File: config.mk
export PLATFORM = sky130hd
export DESIGN_NAME = tour_cmd_sequencer
export DESIGN_NICKNAME = d
export VERILOG_FILES = /design/src/rtl/tour_seq_pkg.sv /design/src/rtl/cmd_fifo.sv /design/src/rtl/tour_cmd_sequencer.sv
export SDC_FILE = /design/constraint.sdc
export NUM_CORES = 1
export LEC_CHECK = 0
export CELL_PAD_IN_SITES_DETAIL_PLACEMENT = 0
export CELL_PAD_IN_SITES_GLOBAL_PLACEMENT = 2
export CORE_ASPECT_RATIO = 0.7
export CORE_MARGIN = 2
export CORE_UTILIZATION = 25
export DETAILED_ROUTE_END_ITERATION = 6
export GPL_TIMING_DRIVEN = 0
export PLACE_DENSITY_LB_ADDON = 0.1
export SETUP_SLACK_MARGIN = 0.1
export SYNTH_ARGS = -nofsm -noshare
export SYNTH_HDL_FRONTEND = slang
export SYNTH_SLANG_ARGS = --single-unit
File: constraint.sdc
create_clock -name clk -period 8.3 [get_ports clk]
set_input_delay 1.245 -clock clk [delete_from_list [all_inputs] [get_ports clk]]
set_output_delay 1.245 -clock clk [all_outputs]
set_load 0.05 [all_outputs]
File: src/rtl/tour_seq_pkg.sv
// Shared types and constants for the tour command sequencer.
package tour_seq_pkg;

  typedef enum logic [2:0] {
    IDLE,
    CAL,
    ISSUE,
    WAIT_SNT,
    WAIT_RESP,
    CHECK,
    ERROR
  } state_t;

  localparam logic [7:0] POS_ACK = 8'hA5;

  localparam logic [1:0] ERR_NONE = 2'b00;
  localparam logic [1:0] ERR_NAK  = 2'b01;
  localparam logic [1:0] ERR_TO   = 2'b10;
  localparam logic [1:0] ERR_OVF  = 2'b11;

endpackage

File: src/rtl/cmd_fifo.sv
// Synchronous command FIFO; a push is accepted while full when a pop happens on the same edge.
module cmd_fifo #(
  parameter int unsigned DEPTH = 16,
  parameter int unsigned WIDTH = 16
) (
  input  logic                       clk,
  input  logic                       rst,
  input  logic                       flush,
  input  logic                       push,
  input  logic                       pop,
  input  logic [WIDTH-1:0]           din,
  output logic [WIDTH-1:0]           head_c,
  output logic                       full,
  output logic                       empty,
  output logic [$clog2(DEPTH):0]     cnt
);

  localparam int unsigned AW = $clog2(DEPTH);
  localparam int unsigned CW = AW + 1;

  logic [WIDTH-1:0] mem [DEPTH];
  logic [AW-1:0]    wr_ptr;
  logic [AW-1:0]    rd_ptr;
  logic             do_push;
  logic             do_pop;

  assign do_pop  = pop && !empty;
  assign do_push = push && (!full || do_pop);
  assign head_c  = mem[rd_ptr];

  // Pointers and occupancy; full/empty are kept as registers beside cnt.
  always_ff @(posedge clk) begin
    if (rst || flush) begin
      wr_ptr <= '0;
      rd_ptr <= '0;
      cnt    <= '0;
      full   <= 1'b0;
      empty  <= 1'b1;
    end else begin
      if (do_push) wr_ptr <= wr_ptr + AW'(1);
      if (do_pop)  rd_ptr <= rd_ptr + AW'(1);
      case ({do_push, do_pop})
        2'b10: begin
          cnt   <= cnt + CW'(1);
          full  <= (cnt == CW'(DEPTH - 1));
          empty <= 1'b0;
        end
        2'b01: begin
          cnt   <= cnt - CW'(1);
          full  <= 1'b0;
          empty <= (cnt == CW'(1));
        end
        default: ;
      endcase
    end
  end

  // Storage carries no reset; validity is tracked by the pointers.
  always_ff @(posedge clk) begin
    if (do_push && !rst && !flush) mem[wr_ptr] <= din;
  end

endmodule

File: src/rtl/tour_cmd_sequencer.sv
// Plays a queued list of Knight commands to RemoteComm, one at a time, with ack check,
// timeout retry and optional gyro calibration at the start of each run.
module tour_cmd_sequencer
  import tour_seq_pkg::*;
#(
  parameter int unsigned DEPTH     = 16,
  parameter logic [31:0] TO_CYCLES = 32'd50_000_000,
  parameter bit          FAST_SIM  = 1'b1,
  parameter int unsigned MAX_RETRY = 2,
  parameter bit          AUTO_CAL  = 1'b1,
  parameter logic [15:0] CAL_CMD   = 16'h2000
) (
  input  logic                   clk,
  input  logic                   rst,
  input  logic [15:0]            cmd_in,
  input  logic                   cmd_wr,
  output logic                   q_full,
  output logic [$clog2(DEPTH):0] q_cnt,
  input  logic                   start,
  input  logic                   abort,
  output logic [15:0]            cmd,
  output logic                   snd_cmd,
  input  logic                   cmd_snt,
  input  logic                   resp_rdy,
  input  logic [7:0]             resp,
  output logic                   busy,
  output logic                   done,
  output logic                   err,
  output logic [1:0]             err_code,
  output logic [7:0]             cmds_ok
);

  localparam int unsigned RW = (MAX_RETRY > 0) ? $clog2(MAX_RETRY + 1) : 1;
  localparam logic [31:0] EFF_TO = FAST_SIM ? (TO_CYCLES >> 8) : TO_CYCLES;

  state_t         state;
  logic [RW-1:0]  retry;
  logic [31:0]    to_cnt;
  logic [7:0]     resp_q;

  logic [15:0]    head_c;
  logic           fifo_empty;
  logic           pop_c;
  logic           flush_c;
  logic           ovf_c;

  assign flush_c = abort && (state != IDLE);
  assign pop_c   = (state == ISSUE) && !fifo_empty && !abort;
  assign ovf_c   = cmd_wr && q_full && !pop_c;

  cmd_fifo #(
    .DEPTH (DEPTH),
    .WIDTH (16)
  ) u_fifo (
    .clk    (clk),
    .rst    (rst),
    .flush  (flush_c),
    .push   (cmd_wr),
    .pop    (pop_c),
    .din    (cmd_in),
    .head_c (head_c),
    .full   (q_full),
    .empty  (fifo_empty),
    .cnt    (q_cnt)
  );

  // Sequencer FSM with registered outputs; abort overrides every transition.
  always_ff @(posedge clk) begin
    if (rst) begin
      state    <= IDLE;
      cmd      <= '0;
      snd_cmd  <= 1'b0;
      busy     <= 1'b0;
      done     <= 1'b0;
      err      <= 1'b0;
      err_code <= ERR_NONE;
      cmds_ok  <= '0;
      retry    <= '0;
      to_cnt   <= '0;
      resp_q   <= '0;
    end else begin
      snd_cmd <= 1'b0;
      done    <= 1'b0;

      if (flush_c) begin
        state <= IDLE;
        busy  <= 1'b0;
      end else begin
        unique case (state)
          IDLE: begin
            if (start && !abort) begin
              err      <= 1'b0;
              err_code <= ERR_NONE;
              cmds_ok  <= '0;
              if (AUTO_CAL) begin
                busy  <= 1'b1;
                state <= CAL;
              end else if (fifo_empty) begin
                done <= 1'b1;
              end else begin
                busy  <= 1'b1;
                state <= ISSUE;
              end
            end
          end

          CAL: begin
            cmd     <= CAL_CMD;
            snd_cmd <= 1'b1;
            retry   <= '0;
            state   <= WAIT_SNT;
          end

          ISSUE: begin
            if (fifo_empty) begin
              done  <= 1'b1;
              busy  <= 1'b0;
              state <= IDLE;
            end else begin
              cmd     <= head_c;
              snd_cmd <= 1'b1;
              retry   <= '0;
              state   <= WAIT_SNT;
            end
          end

          WAIT_SNT: begin
            if (cmd_snt) begin
              to_cnt <= '0;
              state  <= WAIT_RESP;
            end
          end

          // A response arriving on the expiry cycle is taken over the timeout.
          WAIT_RESP: begin
            if (resp_rdy) begin
              resp_q <= resp;
              state  <= CHECK;
            end else if (to_cnt >= EFF_TO) begin
              if (retry < RW'(MAX_RETRY)) begin
                retry   <= retry + RW'(1);
                snd_cmd <= 1'b1;
                state   <= WAIT_SNT;
              end else begin
                err      <= 1'b1;
                err_code <= ERR_TO;
                busy     <= 1'b0;
                state    <= ERROR;
              end
            end else if (to_cnt != 32'hFFFF_FFFF) begin
              to_cnt <= to_cnt + 32'd1;
            end
          end

          CHECK: begin
            if (resp_q == POS_ACK) begin
              if (cmds_ok != 8'hFF) cmds_ok <= cmds_ok + 8'd1;
              state <= ISSUE;
            end else begin
              err      <= 1'b1;
              err_code <= ERR_NAK;
              busy     <= 1'b0;
              state    <= ERROR;
            end
          end

          // Resume from the queue head; the acked count carries over.
          ERROR: begin
            if (start) begin
              err      <= 1'b0;
              err_code <= ERR_NONE;
              busy     <= 1'b1;
              state    <= ISSUE;
            end
          end

          default: state <= IDLE;
        endcase
      end

      if (ovf_c) begin
        err      <= 1'b1;
        err_code <= ERR_OVF;
      end
    end
  end

endmodule

==> flow_metrics.env, run 1 <==
export IMPL_cts_buffers=39
export IMPL_layout_drive_gt1_share_pct=19.8
export IMPL_synth_async_reset_ratio_pct=0
export IMPL_ctsHoldBuffers=0
export IMPL_routed_wl_um=40300
export IMPL_ios=67
export IMPL_grt_total_usage_pct=14.0
export IMPL_fin_skew_ns=0.0226
export IMPL_setup_viol=0
export IMPL_portBuffers=66
export IMPL_grt_pass1_wl_um=59300
export IMPL_critPathLaunch="abort"
export IMPL_post_dp_hpwl_um=26900
export IMPL_clk_pin_slew_ns=0.06
export IMPL_clock_latency_ns=0.54
export IMPL_initial_core_util_pct=25.4
export IMPL_start_kind="primary input"
export IMPL_synth_fa_ha_area_share_pct=1.15
export IMPL_r2r_setup_slack_ns=4.89
export IMPL_rsz0062_at_grt="false"
export IMPL_max_slew_margin_pct=25.7
export IMPL_syn_num_nets=913
export IMPL_cts_sink_count=350
export IMPL_crit_required_ns=8.69
export IMPL_ir_drop_mv=0.148
export IMPL_cts_buffer_depth=3
export IMPL_min_delay_worst_endpoint="to_cnt[29]"
export IMPL_crit_type="primary input to flop"
export IMPL_core_um2=55500
export IMPL_synth_ff_type="edfxtp_1"
export IMPL_synth_seq_area_share_pct=67.8
export IMPL_synth_common_cells="edfxtp_1, dfxtp_1, mux4_2, nor2_1, nand2_1"
export IMPL_maxSlewViolCount=0
export IMPL_leakage_nw=5.43
export IMPL_drtPass1Iterations=5
export IMPL_r2r_cells=11
export IMPL_muxShareOfSynthArea_pct=14.8
export IMPL_crit_slowest_cell="or4b_2"
export IMPL_nets=1039
export IMPL_max_cap_violations=0
export IMPL_crit_fanout=10
export IMPL_synth_edf_count=256
export IMPL_r2r_start="state[2]"
export IMPL_hold_start="to_cnt[29]"
export IMPL_grt_max_degree=17
export IMPL_yosys_warnings=0
export IMPL_instances_no_fill=1763
export IMPL_timing_fmax_mhz=240
export IMPL_viasPerCell=4.59
export IMPL_setup_tns_ns=0
export IMPL_drc=0
export IMPL_drt_iter0_drc=717
export IMPL_diodes=0
export IMPL_cts_resized_gates=0
export IMPL_synthTopCellsByArea="edfxtp_1, dfxtp_1, mux4_2, mux2i_1, nor2_1"
export IMPL_synthCells=869
export IMPL_synth_top_area_share_pct=54.5
export IMPL_synth_seq_cells=350
export IMPL_netlist_area_um2=14100
export IMPL_path_cells="clkdlybuf4s50_1 > clkbuf_1 > or3_1 > inv_1 > buf_2 > ha_1 > clkbuf_1 > or4b_2 > a21oi_1 > xnor2_1 > nor2_1"
export IMPL_yosysMostFrequentCell="edfxtp_1"
export IMPL_post_cts_buffers=0
export IMPL_fin_crit_sh_pct=50.2
export IMPL_synth_compound_area_share_pct=4.85
export IMPL_synth_top_family_by_area="multiplexers"
export IMPL_antenna_found_initial=0
export IMPL_timing_rr_end="u_fifo.cnt[3]"
export IMPL_worst_ep_arrival_time_ns=4.56
export IMPL_die_area_um2=58400
export IMPL_num_rows=72
export IMPL_cts_root_buf="clkbuf_16"
export IMPL_hold_violations=0
export IMPL_endpoint_kind="flop"
export IMPL_power_density_nw_per_um2=241
export IMPL_vias=8093
export IMPL_ant_nets=0
export IMPL_tritoncts="built"
export IMPL_synth_simple_area_share_pct=8.68
export IMPL_die_w_um=288
export IMPL_dieHeight_um=203
export IMPL_holdWs_ns=0.460
export IMPL_h_tree_depth=2
export IMPL_n_fill_cell=5522
export IMPL_synth_distinct_cells=69
export IMPL_multi_input_area_um2=4330
export IMPL_worstHoldPathCells=1
export IMPL_area_growth_synth_to_final_pct=22.1
export IMPL_gp_congestion=0.702
export IMPL_period_needed_ns=4.17
export IMPL_cp_common_cell="clkbuf_1"
export IMPL_status="finished, final reports clean"
export IMPL_synth_xor_area_share_pct=0.807
export IMPL_final_core_util_pct=31.1
export IMPL_synth_top_area_cell="edfxtp_1"
export IMPL_min_path_type="flop to flop"
export IMPL_finalPower_mw=4.15
export IMPL_wl_per_cell_um=22.9
export IMPL_globalRoute_totalOverflow=0
export IMPL_dp_cells=1694
export IMPL_grt_pass1_vias=8240
export IMPL_cp_slowest_stage_delay_ns=0.63
export IMPL_ff_latch_area_um2=9570
export IMPL_tightest_slew_ns=1.12
export IMPL_postSynthAreaPerCell_um2=16.2
-- critical path, delay by kind of cell --
family                   cells  cell delay [ns]
buffers and inverters        5             1.55
AO/OA/AOI/OAI                1             0.19
adder cells (fa/ha/maj)      1             0.20
XOR/XNOR                     1             0.14
AND/OR/NAND/NOR              3             1.22
-- per-stage QoR --
| stage | instance area, um^2 | worst slack [ns] |
|---|---|---|
| 2_1_floorplan | 14100 | 4.50 |
| 3_3_place_gp | 15700 | 1.30 |
| 3_5_place_dp | 16000 | 3.53 |
| 4_1_cts | 17200 | 4.07 |
| 5_1_grt | 17200 | 3.97 |
| 6_report | 17200 | 4.13 |
-- flip-flops by register name, indices dropped and copies added, names as in the netlist, named ones only --
name	flops
u_fifo.wr_ptr	4
u_fifo.cnt	5
resp_q	8
snd_cmd	1
u_fifo.full	1
u_fifo.rd_ptr	4
done	1
u_fifo.mem	256
state	3
cmd	16
cmds_ok	8
err	1
u_fifo.empty	1
retry	2
err_code	2
busy	1
to_cnt	32
-- worst max path at each step --
stage | end | cells after the start
floorplan | u_fifo.mem[0][0] | 6
global placement | u_fifo.mem[2][3] | 7
detailed placement | u_fifo.cnt[3] | 11
CTS | u_fifo.cnt[3] | 11
global route | u_fifo.cnt[3] | 11
finish | u_fifo.cnt[3] | 11
-- placed cells by master (no fill, tap or decap), types with 5 or more instances in the layout --
cell             netlist  layout
nand2b_1              19      19
clkbuf_1              27      39
clkinv_2               0       8
nand2_1               39      39
nor3_1                12       8
mux2i_1               27      27
mux4_2                80      80
buf_2                 15      15
buf_6                  1       9
nand4_1               11      11
ha_1                  13      13
and3_1                10      10
or3_1                  7       7
nand3_1               21      21
nor2_1                53      41
buf_8                  0       9
clkdlybuf4s50_1        0      66
a32o_1                15      15
a21oi_1               31      31
a31oi_1                5       5
and2_1                15      15
o21ai_0               13      13
nor2_2                 0       9
inv_1                 15      15
xor2_1                 9       9
clkbuf_16              0      39
dfxtp_1               94      94
edfxtp_1             256     256
-- power by group --
group          switching, mW  internal (mW)
Combinational          0.314          0.165
Sequential            0.0276           1.92
Clock                  0.714           1.01
Total                   1.06           3.09
-- area by class of cell --
cell class                      instances  share of cell area (%)
Inverter                               16                   0.349
Sequential cell                       350                    55.5
Timing Repair Buffer                   85                    5.23
Buffer                                 48                    1.22
Clock buffer                           53                    6.08
Clock inverter                         16                    1.07
Multi-Input combinational cell        455                    25.2
Tap cell                              740                    5.37
-- layer usage --
metal,part of all wire (%),track usage (%)
met3,3.8,2.37
met4,1.9,3.20
met5,0,0
met2,41,19.3
met1,53,22.5
-- cells by family after synthesis --
group | Yosys count
XOR/XNOR | 13
flip-flops | 350
multiplexers | 108
AND/OR/NAND/NOR | 226
adder cells (fa/ha/maj) | 13
buffers and inverters | 64
AO/OA/AOI/OAI | 95
(Power assumes the default switching activity.)
==> run 2: changes to the inputs <==
Clock period 8.3 ns to 3.55 ns, I/O delays scaled along.
==> run 2 against run 1 <==
  * Global-route usage stayed put
  * Clock power increased by 130%
  * Combinational power grew 130%
  * Hold slack about the same
  * Via count about the same
  * Die area stayed put
  * Wire length about the same
  * Design area barely moved
  * Register-to-register slack lost 4.6 ns
  * Clock skew is essentially flat
  * Critical endpoint unchanged
  * Clock-buffer cell count unchanged
  * Power rose by 130%
==> flow_metrics.env, run 2 (synthesized netlist as in run 1, its figures left out) <==
export IMPL_dieHeight_um=203
export IMPL_dp_cells=1694
export IMPL_clock_latency_ns=0.54
export IMPL_grt_pass1_vias=8240
export IMPL_core_um2=55500
export IMPL_grt_pass1_wl_um=59300
export IMPL_instances_no_fill=1763
export IMPL_wl_met3_um=1540
export IMPL_post_cts_buffers=0
export IMPL_endpoint_kind="flop"
export IMPL_ios=67
export IMPL_worst_ep_arrival_time_ns=3.69
export IMPL_layout_drive_gt1_share_pct=19.9
export IMPL_final_core_util_pct=31.1
export IMPL_drt_met1_wl_um=21500
export IMPL_mostFrequentLayoutCell="edfxtp_1"
export IMPL_grt_total_usage_pct=14.0
export IMPL_reg_top3="u_fifo.mem (256), to_cnt (32), cmd (16)"
export IMPL_cts_sink_count=350
export IMPL_setup_viol=0
export IMPL_fin_crit_sh_pct=92.8
export IMPL_num_rows=72
export IMPL_max_cap_violations=0
export IMPL_finalPower_mw=9.70
export IMPL_vias=8094
export IMPL_maxSlewViolCount=0
export IMPL_tritoncts="built"
export IMPL_die_w_um=288
export IMPL_crit_fanout=10
export IMPL_final_cell_mix="edfxtp_1, dfxtp_1, mux4_2"
export IMPL_nets=1039
export IMPL_routed_wl_um=40300
export IMPL_period_needed_ns=3.30
export IMPL_antenna_found_initial=0
export IMPL_post_dp_hpwl_um=26900
export IMPL_portBuffers=66
export IMPL_holdWs_ns=0.460
export IMPL_setup_tns_ns=0
export IMPL_area_growth_synth_to_final_pct=22.2
export IMPL_wl_met2_um=16500
export IMPL_crit_type="flop to flop"
export IMPL_largest_register="u_fifo.mem"
export IMPL_hold_violations=0
export IMPL_start_kind="flop"
export IMPL_gp_congestion=0.702
export IMPL_status="finished, final reports clean"
export IMPL_cts_buffers=39
export IMPL_crit_required_ns=3.94
export IMPL_timing_fmax_mhz=303
export IMPL_h_tree_depth=2
export IMPL_cts_buffer_depth=3
export IMPL_viasPerCell=4.59
export IMPL_drc=0
export IMPL_cts_root_buf="clkbuf_16"
export IMPL_tightest_slew_ns=1.12
export IMPL_fin_skew_ns=0.0225
export IMPL_drtPass1Iterations=5
export IMPL_ant_nets=0
export IMPL_drt_iter0_drc=699
export IMPL_min_path_type="flop to flop"
export IMPL_initial_core_util_pct=25.4
export IMPL_die_area_um2=58400
export IMPL_rsz0062_at_grt="false"
export IMPL_clk_pin_slew_ns=0.07
export IMPL_largest_reg_flops=256
export IMPL_dr_max_layer_used="met4"
export IMPL_max_slew_margin_pct=25.7
export IMPL_n_fill_cell=5522
export IMPL_power_density_nw_per_um2=563
export IMPL_leakage_nw=5.43
export IMPL_ir_drop_mv=0.345
export IMPL_wl_per_cell_um=22.9
export IMPL_grt_max_degree=17
export IMPL_diodes=0
export IMPL_globalRoute_totalOverflow=0
==> run 2: power breakdown <==
part           total [mW]  internal (mW)  switching, mW
clock network        4.03           2.36           1.67
registers            4.54           4.48         0.0644
logic                1.12          0.387          0.737
total                9.70           7.23           2.47
==> run 2: worst paths after layout <==
kind / startpoint / endpoint / slack, ns / cells after the start
worst min register to register: to_cnt[29] / to_cnt[29] / 0.46 / 1
worst max-delay path: state[2] / u_fifo.cnt[3] / 0.25 / 11
worst min-delay path: to_cnt[29] / to_cnt[29] / 0.46 / 1
worst max register to register: state[2] / u_fifo.cnt[3] / 0.25 / 11
==> run 2: metal layers <==
metal	global-route usage [%]	up-vias
met5	0	-
met4	3.20	0
met3	2.37	48
met2	19.3	128
met1	22.5	4226
li1	-	3692
==> run 2: worst max-delay path, cell delays in order (launching register included) <==
cell and delay (ns):
dfxtp_1 0.34, buf_6 0.14, or2_2 0.35, or3_1 0.45
inv_1 0.10, buf_4 0.23, ha_1 0.17, clkbuf_1 0.34
or4b_2 0.63, a21oi_1 0.19, xnor2_1 0.14, nor2_1 0.05
==> run 2: layout make-up <==
cell class	count	area, um^2	share of cell area (%)
multi-input combinational	455	4330	25.1
inverter	16	60.1	0.348
timing repair buffer	85	901	5.23
sequential	350	9570	55.5
buffer	48	214	1.24
clock inverter	16	184	1.07
tap	740	926	5.37
clock buffer	53	1050	6.08
==> run 2: metrics by stage <==
| step | area [um^2] | worst slack, ns |
|---|---|---|
| floorplan | 14100 | 0.465 |
| detailed placement | 16000 | -0.509 |
| finish | 17200 | 0.255 |
| CTS | 17200 | 0.178 |
| global route | 17200 | 0.108 |
| global placement | 15700 | -2.74 |
==> run 2: what timing repair did <==
action                     CTS  global route
setup endpoints to repair    1             1
hold buffers                 0             0
gates cloned                 0             0
gates resized for setup      1             2
